`src/rtl/gcd_pkg.sv`:
```
// gcd_pkg: shared types and sizing for the GCD datapath and its modulo engine.
package gcd_pkg;

    typedef enum logic [1:0] {
        IDLE,
        CALC,
        DONE
    } mod_state_t;

    localparam int GCD_WIDTH = 16;

    function automatic int cnt_width(input int w);
        return (w > 1) ? $clog2(w) : 1;
    endfunction

    localparam int GCD_CNT_W = cnt_width(GCD_WIDTH);

endpackage

```
`src/rtl/modulo_unit.sv`:
```
// modulo_unit: unsigned op_a mod op_b by restoring division, one dividend bit per clock.
module modulo_unit
    import gcd_pkg::*;
#(
    parameter int WIDTH = GCD_WIDTH
) (
    input  logic             clk,
    input  logic             rst_ni,
    input  logic             modulo_start_i,
    input  logic [WIDTH-1:0] op_a_i,
    input  logic [WIDTH-1:0] op_b_i,
    output logic [WIDTH-1:0] res_o,
    output logic             modulo_ready_o,
    output logic             div_by_zero_o,
    output logic             busy_o
);

    localparam int CW = cnt_width(WIDTH);

    mod_state_t       r_state, w_state_nxt;
    logic [WIDTH-1:0] r_a, r_b, r_rem, w_rem_nxt;
    logic [CW-1:0]    r_cnt;
    logic [WIDTH:0]   w_t;
    logic             w_ge;
    logic             w_accept;

    // The remainder is always below r_b, so the WIDTH-bit subtraction cannot lose a carry.
    assign w_t       = {r_rem, r_a[r_cnt]};
    assign w_ge      = w_t >= {1'b0, r_b};
    assign w_rem_nxt = w_ge ? w_t[WIDTH-1:0] - r_b : w_t[WIDTH-1:0];
    assign w_accept  = (r_state == IDLE) && modulo_start_i;

    always_comb begin
        w_state_nxt = r_state;
        case (r_state)
            IDLE:    w_state_nxt = modulo_start_i ? ((op_b_i == '0) ? DONE : CALC) : IDLE;
            CALC:    w_state_nxt = (r_cnt == '0) ? DONE : CALC;
            default: w_state_nxt = IDLE;
        endcase
    end

    always_ff @(posedge clk or negedge rst_ni) begin
        if (!rst_ni) begin
            r_state        <= IDLE;
            r_a            <= '0;
            r_b            <= '0;
            r_rem          <= '0;
            r_cnt          <= '0;
            res_o          <= '0;
            modulo_ready_o <= 1'b0;
            div_by_zero_o  <= 1'b0;
            busy_o         <= 1'b0;
        end else begin
            r_state        <= w_state_nxt;
            modulo_ready_o <= w_state_nxt == DONE;
            busy_o         <= w_state_nxt != IDLE;
            if (w_accept) begin
                r_a   <= op_a_i;
                r_b   <= op_b_i;
                r_rem <= '0;
                r_cnt <= CW'(WIDTH - 1);
                if (op_b_i == '0) begin
                    res_o         <= op_a_i;
                    div_by_zero_o <= 1'b1;
                end
            end else if (r_state == CALC) begin
                r_rem <= w_rem_nxt;
                if (r_cnt == '0) begin
                    res_o         <= w_rem_nxt;
                    div_by_zero_o <= 1'b0;
                end else begin
                    r_cnt <= r_cnt - 1'b1;
                end
            end
        end
    end

endmodule

```
`config.mk`:
```
export PLATFORM = sky130hd
export DESIGN_NAME = modulo_unit
export DESIGN_NICKNAME = d
export VERILOG_FILES = /design/src/rtl/gcd_pkg.sv /design/src/rtl/modulo_unit.sv
export SDC_FILE = /design/constraint.sdc
export NUM_CORES = 1
export LEC_CHECK = 0
export ABC_CLOCK_PERIOD_IN_PS = 9800
export BUFFER_PORTS_ARGS = -buffer_cell sky130_fd_sc_hd__buf_2
export CAP_MARGIN = 20
export CORE_MARGIN = 5
export CORE_UTILIZATION = 55
export DETAILED_ROUTE_END_ITERATION = 10
export PLACE_DENSITY_LB_ADDON = 0.2
export SYNTH_ARGS = -nofsm -noshare
export SYNTH_HDL_FRONTEND = slang
export SYNTH_SLANG_ARGS = --single-unit
```
`constraint.sdc`:
```
create_clock -name clk -period 9.8 [get_ports clk]
set_input_delay 0.49 -clock clk [delete_from_list [all_inputs] [get_ports clk]]
set_output_delay 0.49 -clock clk [all_outputs]
set_load 0.03 [all_outputs]
```
==> summary.md <==
## Global route
• **met1 usage** 0.322
• **overall fraction of global-route tracks in use** 0.231
• **total gr overflow** 0
• **antenna violations before repair** 0
• **busiest metal layer after global routing** met2
• **global-route wire length before repair** 16000 um
• **via count of the first global-routing pass** 3263
• **maximum number of pins on one net before global-route repair** 74
• **met2 global-route usage** 0.362
• **global-route met3 utilization** 0.0355

## Logic synthesis
• **synth cell count leaders** nand2_1, dfrtp_1, o21ai_0
• **Net Count, Synth** 486
• **cell types with the largest area share after synthesis** dfrtp_1, nand2_1, o21ai_0
• **area share of the largest cell type after synthesis** 0.454
• **Post-Synthesis Cell Area** 0.00402 mm2
• **most area-hungry cell type in the Yosys netlist** dfrtp_1
• **count of flip-flops with a built-in enable after synthesis** 0
• **number of instances in the synthesized netlist** 432
• **count of distinct cell types in the synthesized netlist** 54
• **proportion of register bits with asynchronous set or reset after synthesis** 1.00
• **number of register bits inferred by synthesis** 73
• **most frequent cell after synthesis** nand2_1
• **total number of yosys warnings** 0
• **Avg Cell Area, Syn** 9.31 um2
• **top_reg_cell synth** dfrtp_1
• **sequential area share after synthesis** 0.454

## Place
• **buffers added on ports** 53
• **Placement Cell Area** 0.00436 mm2
• **placer's final routability congestion estimate** 0.885
• **post-DP HPWL** 7130 um
• **Inst Count DP** 569

## Power
• **switching power summed over all nets** 0.887 mW
• **switching portion of total power** 0.455
• **register share of total power** 0.276
• **peak supply drop** 239 uV
• **total power divided by cell area** 426 mW/mm2
• **leakage** 2.18 nW
• **proportion of power drawn by the clock network** 0.135
• **design internal power** 1.06 mW
• **Comb power frac** 0.589

## Detailed routing
• **count of unresolved DRC violations after routing** 0
• **DRC marker count from the first detailed-route iteration** 206
• **vias after detailed routing** 3394
• **Wirelength per Cell** 16.8 um
• **number of routed nets with antenna violations** 0
• **total iterations of the first detailed-routing run** 5
• **vias per std cell** 5.80
• **final wirelength** 9820 um

## STA
• **post-route setup TNS** 0 ns
• **final clock skew** 0.00807 ns
• **setup repair after global routing missed its margin** false
• **portion of the clock cycle consumed by the worst path in the final layout** 0.412
• **total of endpoints with negative setup slack in the final report** 0
• **post-route minimum period** 4.04 ns
• **worst slew pin tran** 0.914 ns
• **Pins Over Slew Limit** 0
• **highest clock frequency the design can meet** 248 MHz
• **Relative slew margins** 0.391
• **final-report hold violation count** 0

## Clocking
• **clock insertion delay at the later pin of the skew report** 0.35 ns
• **maximum buffer depth of the clock tree** 2
• **Gates resized, CTS repair** 0
• **clk root buf** clkbuf_8
• **number of hold buffers added after CTS** 0
• **count of clock tree sinks** 73
• **post-CTS setup buffer count** 0
• **cts bufs inserted** 9
• **H-tree depth** 3
• **TritonCTS clock tree** done
• **clock-pin transition on the worst setup and hold timing paths** 0.08 ns

## Die
• **Die Span X** 95.5 um
• **I/O pin total** 54
• **height of the die** 95.5 um
• **die outline area** 0.00912 mm2
• **area of the core region** 0.00718 mm2
• **initial core utilization** 0.560
• **number of rows created at floorplan** 31

## Job
• **number of maximum-capacitance violations** 0

## Min path
• **path category of the worst min-delay check** in2reg
• **HP Start** op_a_i[5]

## Setup path
• **endpoint of the most critical register-to-register path** res_o[14]
• **worst reg-to-reg setup slack** 5.76 ns
• **R2R cell count** 13
• **crit-path max FO** 6
• **element type at the critical path start** register
• **startpoint of the worst register-to-register path** r_cnt[0]
• **critical path class** reg2reg
• **termination of the worst setup path** res_o[14]
• **critical path startpoint** r_cnt[0]
• **arrival time worst endpoint** 4.25 ns
• **required arrival time at the worst endpoint** 10.02 ns
• **kind of end point of the critical path** register

## Outcome
• **status** completed

## Finish
• **number of filler cells placed in the layout** 595
• **fraction of final layout cells with drive strength greater than 1** 0.175
• **post-layout instance area** 0.00458 mm2
• **Antenna diodes** 0
• **count of placed standard cells in the final layout, fillers left out** 585
• **P&R area growth vs syn** 13.8%
• **Final nets** 535

==> cell families after synthesis <==
logic type / share of synthesized area
XOR/XNOR: 0.0283
flip-flops: 0.454
AO/OA/AOI/OAI: 0.204
multiplexers: 0.0507
buffers and inverters: 0.0454
AND/OR/NAND/NOR: 0.157
adder cells (fa/ha/maj): 0.0610
==> layout by cell type (no fill, tap or decap), types with 5 or more instances in the layout <==
cell type / instances
a21o_1: 7
a21oi_1: 17
a22oi_1: 7
buf_2: 53
clkbuf_8: 9
dfrtp_1: 73
ha_1: 18
inv_1: 25
mux2i_1: 8
mux4_2: 5
nand2_1: 98
nor2_1: 9
nor4_1: 5
o211ai_1: 8
o21ai_0: 52
xnor2_1: 11
==> layout make-up <==
cell class,count,area (um2),share of cell area
tap,99,124,0.0271
clock buffer,10,128,0.0279
timing repair buffer,57,295,0.0645
sequential,73,1830,0.399
clock inverter,6,92.6,0.0202
multi-input combinational,314,2010,0.440
inverter,26,97.6,0.0213
==> critical path: stages, from the launching register on <==
cell,delay [ns]
dfrtp_1,0.51
mux4_2,0.55
mux4_2,0.50
inv_1,0.10
ha_1,0.14
inv_1,0.05
fa_1,0.39
a21o_1,0.20
a221oi_2,0.39
o21ai_1,0.15
o31ai_1,0.43
nor2_1,0.08
a211oi_1,0.27
o211ai_1,0.14
==> routing by layer <==
layer / part of all wire / vias to the layer above
met1: 0.45 / 1633
li1: - / 1618
met5: 0 / -
met4: 0.024 / 0
met3: 0.057 / 21
met2: 0.46 / 122
==> sequential cells by signal, summed over array words and instances (netlist names) <==
signal          cells
busy_o              1
r_state             2
r_rem              16
res_o              16
modulo_ready_o      1
r_a                16
r_b                16
div_by_zero_o       1
r_cnt               4
==> power groups by stage <==
stage	clock network (mW)	logic, mW	registers (mW)
6_report	0.263	1.15	0.538
3_3_place_gp	0	1.11	0.538
5_1_grt	0.279	1.29	0.552
3_5_place_dp	0	1.14	0.540
4_1_cts	0.267	1.15	0.536
2_1_floorplan	0	0.865	0.554
==> metrics by stage <==
step           worst slack [ns]   util  total power [mW]  hold slack, ns
3_3_place_gp               5.91  0.607              1.65           0.467
3_5_place_dp               5.79  0.607              1.68           0.467
5_1_grt                    5.49  0.638              2.12           0.349
6_report                   5.76  0.638              1.95           0.343
2_1_floorplan              6.02      -              1.42           0.194
4_1_cts                    5.76  0.638              1.96           0.329
==> worst min path at each step <==
stage                     endpoint  slack, ns  cells past startpoint
after global placement      r_a[7]       0.47                      2
after floorplan             busy_o       0.19                      0
after CTS                   r_a[5]       0.33                      3
after global routing        r_a[7]       0.35                      3
final                       r_a[5]       0.34                      3
after detailed placement    r_a[0]       0.47                      2
No activity file was read; power rests on OpenSTA's default activity.
